## config.mk

```make
export PLATFORM = sky130hd
export DESIGN_NAME = dpram_rr_arbiter_flat
export DESIGN_NICKNAME = d
export VERILOG_FILES = /design/src/rtl/dpram_rr_arbiter_if.sv /design/src/rtl/dpram_rr_arbiter.sv /design/src/flat_wrapper.sv
export SDC_FILE = /design/constraint.sdc
export NUM_CORES = 1
export LEC_CHECK = 0
export BUFFER_PORTS_ARGS = -buffer_cell sky130_fd_sc_hd__buf_2
export CORE_UTILIZATION = 42
export DETAILED_ROUTE_END_ITERATION = 10
export HOLD_SLACK_MARGIN = 0.1
export PLACE_DENSITY = 0.83
export RECOVER_POWER = 25
export SETUP_SLACK_MARGIN = 0.1
export SYNTH_ARGS = -nofsm -noshare
export SYNTH_HDL_FRONTEND = slang
export SYNTH_SLANG_ARGS = --single-unit
```

## constraint.sdc

```tcl
create_clock -name clk -period 1.8 [get_ports clk]
set_input_delay 0.27 -clock clk [delete_from_list [all_inputs] [get_ports clk]]
set_output_delay 0.27 -clock clk [all_outputs]
set_load 0.05 [all_outputs]
```

## src/rtl/dpram_rr_arbiter_if.sv

```systemverilog
// Bundle of the two requester command/response channels and the shared RAM port.
// The master side is client logic plus the RAM; the slave side is the arbiter.
interface dpram_rr_arbiter_if #(
  parameter int DATA_WIDTH = 8,
  parameter int ADDR_WIDTH = 4
);
  logic                  req0_valid;
  logic                  req0_ready;
  logic                  req0_we;
  logic [ADDR_WIDTH-1:0] req0_addr;
  logic [DATA_WIDTH-1:0] req0_wdata;
  logic                  rsp0_valid;
  logic [DATA_WIDTH-1:0] rsp0_rdata;

  logic                  req1_valid;
  logic                  req1_ready;
  logic                  req1_we;
  logic [ADDR_WIDTH-1:0] req1_addr;
  logic [DATA_WIDTH-1:0] req1_wdata;
  logic                  rsp1_valid;
  logic [DATA_WIDTH-1:0] rsp1_rdata;

  logic                  ram_en;
  logic                  ram_we;
  logic [ADDR_WIDTH-1:0] ram_addr;
  logic [DATA_WIDTH-1:0] ram_wdata;
  logic [DATA_WIDTH-1:0] ram_rdata;

  modport master (
    output req0_valid, req0_we, req0_addr, req0_wdata,
    output req1_valid, req1_we, req1_addr, req1_wdata,
    input  req0_ready, rsp0_valid, rsp0_rdata,
    input  req1_ready, rsp1_valid, rsp1_rdata,
    input  ram_en, ram_we, ram_addr, ram_wdata,
    output ram_rdata
  );

  modport slave (
    input  req0_valid, req0_we, req0_addr, req0_wdata,
    input  req1_valid, req1_we, req1_addr, req1_wdata,
    output req0_ready, rsp0_valid, rsp0_rdata,
    output req1_ready, rsp1_valid, rsp1_rdata,
    output ram_en, ram_we, ram_addr, ram_wdata,
    input  ram_rdata
  );
endinterface

```

## src/rtl/dpram_rr_arbiter.sv

```systemverilog
// Two-requester round-robin arbiter sharing one synchronous RAM port.
// Accept -> registered RAM command -> in-order response pulse two cycles after acceptance.
module dpram_rr_arbiter #(
  parameter int DATA_WIDTH = 8,
  parameter int ADDR_WIDTH = 4
) (
  input logic               clk,
  input logic               rst,
  dpram_rr_arbiter_if.slave bus
);

  logic                  last_grant;
  logic                  grant0;
  logic                  grant1;
  logic                  accept;
  logic                  sel_we;
  logic [ADDR_WIDTH-1:0] sel_addr;
  logic [DATA_WIDTH-1:0] sel_wdata;

  logic                  vld_p0;
  logic                  we_p0;
  logic                  owner_p0;
  logic [ADDR_WIDTH-1:0] addr_p0;
  logic [DATA_WIDTH-1:0] wdata_p0;

  logic                  vld_p1;
  logic                  we_p1;
  logic                  owner_p1;

  // Arbitration: a lone request wins; on contention the requester not granted last wins.
  always_comb begin
    grant0 = 1'b0;
    grant1 = 1'b0;
    if (!rst) begin
      if (bus.req0_valid && (!bus.req1_valid || last_grant))
        grant0 = 1'b1;
      else if (bus.req1_valid)
        grant1 = 1'b1;
    end
  end

  assign accept    = grant0 | grant1;
  assign sel_we    = grant1 ? bus.req1_we    : bus.req0_we;
  assign sel_addr  = grant1 ? bus.req1_addr  : bus.req0_addr;
  assign sel_wdata = grant1 ? bus.req1_wdata : bus.req0_wdata;

  assign bus.req0_ready = grant0;
  assign bus.req1_ready = grant1;

  always_ff @(posedge clk) begin
    if (rst) begin
      last_grant <= 1'b1;
      vld_p0     <= 1'b0;
      we_p0      <= 1'b0;
      owner_p0   <= 1'b0;
      addr_p0    <= '0;
      wdata_p0   <= '0;
      vld_p1     <= 1'b0;
      we_p1      <= 1'b0;
      owner_p1   <= 1'b0;
    end else begin
      // Stage p0: RAM command register; address and data hold when idle
      vld_p0 <= accept;
      we_p0  <= accept & sel_we;
      if (accept) begin
        last_grant <= grant1;
        owner_p0   <= grant1;
        addr_p0    <= sel_addr;
        wdata_p0   <= sel_wdata;
      end
      // Stage p1: response tag, aligned with the RAM read data
      vld_p1   <= vld_p0;
      we_p1    <= we_p0;
      owner_p1 <= owner_p0;
    end
  end

  assign bus.ram_en    = vld_p0;
  assign bus.ram_we    = we_p0;
  assign bus.ram_addr  = addr_p0;
  assign bus.ram_wdata = wdata_p0;

  assign bus.rsp0_valid = vld_p1 & ~owner_p1;
  assign bus.rsp1_valid = vld_p1 &  owner_p1;
  assign bus.rsp0_rdata = (vld_p1 && !owner_p1 && !we_p1) ? bus.ram_rdata : '0;
  assign bus.rsp1_rdata = (vld_p1 &&  owner_p1 && !we_p1) ? bus.ram_rdata : '0;

endmodule

```

## src/flat_wrapper.sv

```systemverilog
// flat-port wrapper written by rule: the top's interface ports become plain ports
module dpram_rr_arbiter_flat 
#(
  parameter int DATA_WIDTH = 8,
  parameter int ADDR_WIDTH = 4
)
  (clk, rst, bus_req0_valid, bus_req0_we, bus_req0_addr, bus_req0_wdata, bus_req1_valid, bus_req1_we, bus_req1_addr, bus_req1_wdata, bus_req0_ready, bus_rsp0_valid, bus_rsp0_rdata, bus_req1_ready, bus_rsp1_valid, bus_rsp1_rdata, bus_ram_en, bus_ram_we, bus_ram_addr, bus_ram_wdata, bus_ram_rdata);
  dpram_rr_arbiter_if #(.DATA_WIDTH(DATA_WIDTH), .ADDR_WIDTH(ADDR_WIDTH)) bus_i ();
  input logic clk;
  input logic rst;
  input wire logic [$bits(bus_i.req0_valid)-1:0] bus_req0_valid;
  input wire logic [$bits(bus_i.req0_we)-1:0] bus_req0_we;
  input wire logic [$bits(bus_i.req0_addr)-1:0] bus_req0_addr;
  input wire logic [$bits(bus_i.req0_wdata)-1:0] bus_req0_wdata;
  input wire logic [$bits(bus_i.req1_valid)-1:0] bus_req1_valid;
  input wire logic [$bits(bus_i.req1_we)-1:0] bus_req1_we;
  input wire logic [$bits(bus_i.req1_addr)-1:0] bus_req1_addr;
  input wire logic [$bits(bus_i.req1_wdata)-1:0] bus_req1_wdata;
  output wire logic [$bits(bus_i.req0_ready)-1:0] bus_req0_ready;
  output wire logic [$bits(bus_i.rsp0_valid)-1:0] bus_rsp0_valid;
  output wire logic [$bits(bus_i.rsp0_rdata)-1:0] bus_rsp0_rdata;
  output wire logic [$bits(bus_i.req1_ready)-1:0] bus_req1_ready;
  output wire logic [$bits(bus_i.rsp1_valid)-1:0] bus_rsp1_valid;
  output wire logic [$bits(bus_i.rsp1_rdata)-1:0] bus_rsp1_rdata;
  output wire logic [$bits(bus_i.ram_en)-1:0] bus_ram_en;
  output wire logic [$bits(bus_i.ram_we)-1:0] bus_ram_we;
  output wire logic [$bits(bus_i.ram_addr)-1:0] bus_ram_addr;
  output wire logic [$bits(bus_i.ram_wdata)-1:0] bus_ram_wdata;
  input wire logic [$bits(bus_i.ram_rdata)-1:0] bus_ram_rdata;
  assign bus_i.req0_valid = bus_req0_valid;
  assign bus_i.req0_we = bus_req0_we;
  assign bus_i.req0_addr = bus_req0_addr;
  assign bus_i.req0_wdata = bus_req0_wdata;
  assign bus_i.req1_valid = bus_req1_valid;
  assign bus_i.req1_we = bus_req1_we;
  assign bus_i.req1_addr = bus_req1_addr;
  assign bus_i.req1_wdata = bus_req1_wdata;
  assign bus_req0_ready = bus_i.req0_ready;
  assign bus_rsp0_valid = bus_i.rsp0_valid;
  assign bus_rsp0_rdata = bus_i.rsp0_rdata;
  assign bus_req1_ready = bus_i.req1_ready;
  assign bus_rsp1_valid = bus_i.rsp1_valid;
  assign bus_rsp1_rdata = bus_i.rsp1_rdata;
  assign bus_ram_en = bus_i.ram_en;
  assign bus_ram_we = bus_i.ram_we;
  assign bus_ram_addr = bus_i.ram_addr;
  assign bus_ram_wdata = bus_i.ram_wdata;
  assign bus_i.ram_rdata = bus_ram_rdata;
  dpram_rr_arbiter #(.DATA_WIDTH(DATA_WIDTH), .ADDR_WIDTH(ADDR_WIDTH)) u_core (.clk(clk), .rst(rst), .bus(bus_i));
endmodule
```

==> out/summary.txt, run 1 <==
Fin util: 69.11%
Latest clock arrival within the worst-skew pair: 0.29 ns
DRC: 0
Initial DRT Pass Iterations: 4
Tightest Pin Transition: 1.264 ns
Commonest non-fill, non-tap cell in the layout: buf_2
Critical Path RT: 1.53 ns
RSZ-0062 raised after global routing: true
Period utilization: 92.73%
Simple-Gate Fraction of Synth Area: 40.76%
Max Slew Vio Count: 0
GPL Wtd Cong: 0.7272
Number of hold buffers added after cts: 0
Max FO, Critical Path: 8
Row count: 16
ANT nets after route: 0
Initial antenna violation count: 0
Mapped cell area: 960.9 sq um
Crit path kind: register to primary output
Grt total ovfl: 0
Clock-pin slew on the worst setup and hold paths: 0.11 ns
# IOs: 72
Worst Hold Class: input port to register
Number of global-route vias before repair: 935
Layout cells sized above 1: 44.83%
Iteration-0 DRC Markers: 22
# H-tree levels: 1
Min cycle time layout: 1.669 ns
Area growth syn-to-layout: 48.31%
Clock sinks: 19
Final setup margin: 0.1308 ns
Power density over the cells: 720.1 nW/um^2
Synth Area in Compound Gates: 14.84%
Worst setup SP type: register
Post-Syn Nets: 139
Avg Synthesized Cell Area: 9.514 sq um
CTS tree: built
Cts bufs inserted: 3
WL final: 2.769 mm
Worst vdd ir: 0.0004544 V
Die height: 49.83 microns
Tot GR Track Use: 22.09%
Leakage: 0.7497 nW
Tot Pwr: 1.026 mW
Maxcap violations: 0
Place WS: 0.04104 ns
Fmax: 599.1 MHz
Die X: 49.83 microns
Post-synthesis cell type count: 21
Setup total negative slack: 0 ns
Placeable Area: 2062 sq um
Final setup fails: 0
Post-CTS Setup Bufs: 0
Cells after synthesis: 101
Vias: 1031
Root buf cell: clkbuf_4
Ys Warns: 0
# diodes: 0
Port Buf Inserts: 71
Critical Path End Type: primary output
Critical path arrival: 1.40 ns
Multiplexer share of the synthesized area: 0%
Largest family of logic cells by synthesized area: simple AND/OR/NAND/NOR gates
Die footprint: 2483 sq um
Sequential element share of the synthesized area: 39.58%
Clock buffer depth: 2
First-pass GRT wire length: 4.243 mm
Starting Density: 46.60%
Status: finished clean
Max_slew headroom: 15.11%
Hpwl dp: 2.012 mm
Synth Area in XOR/XNOR: 0%
Commonest non-fill, non-tap cells in the layout: buf_2 (51), dfxtp_1 (19), and2_1 (17)
PostCTS Resize Cnt: 3
Fin nets: 213
Max Clock Skew: 0.004516 ns
Post-synthesis adder-cell area fraction: 0%
Largest net degree at the start of global routing: 17
Post-DR vias/cell: 5.129
Fin. Hold Viols: 0
Wirelength per Cell: 13.78 microns
FF+latch count, synth: 19
FILL cells: 190
## area by class of cell
class | instances | area (sq um) | area share (%)
Clock buffer | 3 | 22.52 | 1.580
Clock inverter | 1 | 5.005 | 0.3512
Inverter | 1 | 3.754 | 0.2634
Multi-Input combinational cell | 74 | 540.5 | 37.93
Sequential cell | 19 | 380.4 | 26.69
Tap cell | 27 | 33.78 | 2.370
Timing Repair Buffer | 76 | 439.2 | 30.82
## cell families after synthesis
logic type / Yosys count
buffers and inverters: 8
DFF: 19
AOI/OAI and AO/OA: 15
and+or+nand+nor: 59
## metrics by stage
stage                     hold WS [ns]  area [sq um]  instances
after CTS                       0.2542          1385        201
after global placement          0.4548          1350        197
final                           0.2586          1425        201
after global routing            0.2683          1425        201
after floorplan                 0.4323         965.9        101
after detailed placement        0.4584          1350        197
## per-layer routing
metal,vias to the layer above,track usage [%],wire (microns)
li1,515,-,-
met1,471,27.46,1217
met2,41,38.29,1395
met3,4,4.012,133
met4,0,6.667,22
met5,-,0,0
## state kept, by name, indices dropped and copies added (netlist names)
signal	count
u_core.bus.ram_en	1
u_core.last_grant	1
u_core.vld_p1	1
u_core.bus.ram_wdata	8
u_core.owner_p1	1
u_core.bus.ram_we	1
u_core.we_p1	1
u_core.owner_p0	1
u_core.bus.ram_addr	4
## synth_stat cells, drive strengths merged
master  number  area [sq um]
dfxtp       19         380.4
and2        17         106.4
nor3b       14         105.1
and3        13         81.33
a221o       12         120.1
buf          6         38.79
nor2b        6         45.04
nor2         3         11.26
nand2        2         17.52
nor3         2         10.01
a21boi       1         7.510
a21o         1         7.510
and3b        1         8.760
clkbuf       1         3.750
inv          1         3.750
o21a         1         7.510
or2          1         6.260
## where the power goes
part / switching (mW) / internal, mW
clock network: 0.131 / 0.0826
logic: 0.223 / 0.113
registers: 0.0210 / 0.455
## worst paths after layout
| path | start | end | slack, ns | cells after the start |
|---|---|---|---|---|
| max | u_core.owner_p1 | bus_rsp0_rdata[6] | 0.13 | 4 |
| min | bus_req1_valid | u_core.owner_p0 | 0.26 | 3 |
| max reg2reg | u_core.last_grant | u_core.bus.ram_addr[3] | 0.70 | 3 |
| min reg2reg | u_core.owner_p0 | u_core.owner_p1 | 0.47 | 1 |
## critical path, cell delays in order, from the launching register on
cell and delay [ns]:
dfxtp_1 0.36, nor3b_1 0.22, buf_4 0.18, and2_1 0.15, buf_4 0.20
Power figures use the tool's default switching activity.
==> run 2, diff against run 1 <==
PLACE_DENSITY = 0.79   (was 0.83)
RECOVER_POWER = 50   (was 25)
==> out/summary.txt, run 2 (synthesized netlist as in run 1, its figures left out) <==
Post-DR vias/cell: 5.035
Status: finished clean
Hold_sp: bus_req1_wdata[5]
Worst Hold Class: input port to register
Clock sinks: 19
Worst hold stages: 3
Die X: 49.83 microns
# IOs: 72
Worst setup SP type: register
Critical path arrival: 1.33 ns
R2R setup slack: 0.72 ns
PostCTS Resize Cnt: 0
Clock-pin slew on the worst setup and hold paths: 0.11 ns
Commonest non-fill, non-tap cells in the layout: buf_2 (44), clkbuf_1 (18), and2_1 (17), dfxtp_1 (17)
Fin. Hold Viols: 0
Max Clock Skew: 0.005383 ns
DRC: 0
Vias: 1012
Final setup margin: 0.1969 ns
Critical Path RT: 1.53 ns
Period utilization: 89.06%
Final setup fails: 0
Initial antenna violation count: 0
Part of the power in combinational logic: 31.9%
Switching fraction of total power: 36.77%
Psw: 0.3754 mW
Met1 WL: 1.162 mm
Hpwl dp: 1.962 mm
GPL Wtd Cong: 0.7150
Max FO, Critical Path: 8
Top layer in use: met4
Commonest non-fill, non-tap cell in the layout: buf_2
Grt total ovfl: 0
Largest net degree at the start of global routing: 17
Setup total negative slack: 0 ns
Reg2reg start: u_core.last_grant
Min cycle time layout: 1.603 ns
CP startpoint: u_core.owner_p1
WL final: 2.559 mm
Clock buffer depth: 2
ANT nets after route: 0
Iteration-0 DRC Markers: 14
Tightest Pin Transition: 1.184 ns
Place WS: 0.07249 ns
Number of global-route vias before repair: 991
Area growth syn-to-layout: 44.92%
Die height: 49.83 microns
Int Pwr: 0.6455 mW
Layout cells sized above 1: 40.23%
Crit path kind: register to primary output
Power density over the cells: 733.1 nW/um^2
Metal2 WL: 1.252 mm
Max Slew Vio Count: 0
Hold path endpoint: u_core.bus.ram_wdata[5]
RSZ-0062 raised after global routing: false
FILL cells: 188
Clock share of power: 21.5%
Port Buf Inserts: 71
# diodes: 0
R2R depth: 3
R2r endpoint: u_core.bus.ram_wdata[6]
Root buf cell: clkbuf_4
Leakage: 0.7098 nW
Critical Path End Type: primary output
Number of hold buffers added after cts: 0
Cts bufs inserted: 3
Largest register FFs: 8
Fin nets: 213
Max_slew headroom: 20.44%
CTS tree: built
Wirelength per Cell: 12.73 microns
Placeable Area: 2062 sq um
First-pass GRT wire length: 4.340 mm
Die footprint: 2483 sq um
Starting Density: 46.60%
Post-CTS Setup Bufs: 0
Initial DRT Pass Iterations: 4
Maxcap violations: 0
Fmax: 623.8 MHz
Tot GR Track Use: 22.37%
Row count: 16
Worst vdd ir: 0.0003968 V
Routed length on met3: 127 microns
# H-tree levels: 1
Flop pwr share: 46.7%
Latest clock arrival within the worst-skew pair: 0.30 ns
run 2: changes by cell type in the layout (fill, tap and decap cells not counted), sizes merged:
cell      change
buf           -7
clkinv        -1
clkbuf        +7
clkinvlp      +1
run 2: worst max path at each step:
stage,slack (ns),depth (start not counted),end
floorplan,0.24,3,bus_req0_ready
global placement,0.08,3,u_core.bus.ram_wdata[1]
detailed placement,0.07,3,u_core.bus.ram_wdata[6]
CTS,0.11,4,bus_rsp0_rdata[5]
global route,0.09,3,bus_req0_ready
finish,0.20,3,bus_rsp1_rdata[5]
run 2: metrics by stage:
step           cells  power (mW)  instance area, sq um  hold WS (ns)  utilization, %
2_1_floorplan    101      0.7139                 965.9        0.4323               -
3_3_place_gp     197      0.8059                  1350        0.4536           65.47
5_1_grt          201       1.077                  1393        0.2798           67.54
6_report         201       1.021                  1393        0.2814           67.54
4_1_cts          201       1.027                  1380        0.2733           66.93
3_5_place_dp     197      0.8121                  1350        0.4538           65.47
run 2: power groups by stage:
stage / clock (mW) / sequential (mW) / combinational [mW]
CTS: 0.224 / 0.474 / 0.330
floorplan: 0 / 0.578 / 0.136
finish: 0.219 / 0.476 / 0.325
detailed placement: 0 / 0.483 / 0.330
global route: 0.249 / 0.481 / 0.347
global placement: 0 / 0.482 / 0.324
run 2: layer usage:
layer  vias up  track usage, %
li1        513               -
met1       456           29.60
met2        41           37.39
met3         2           2.778
met4         0           7.143
met5         -               0
run 2: cell type report:
cell class,count,area (sq um),area share [%]
Multi-Input combinational cell,74,545.5,39.17
Inverter,1,3.754,0.2695
Tap cell,27,33.78,2.426
Timing Repair Buffer,76,396.6,28.48
Sequential cell,19,382.9,27.49
Clock inverter,1,7.507,0.5391
Clock buffer,3,22.52,1.617
run 2: critical path, stage by stage, from the launching register on:
cell and delay (ns):
dfxtp_2 0.38, and3b_2 0.26, and2_1 0.15, buf_2 0.26
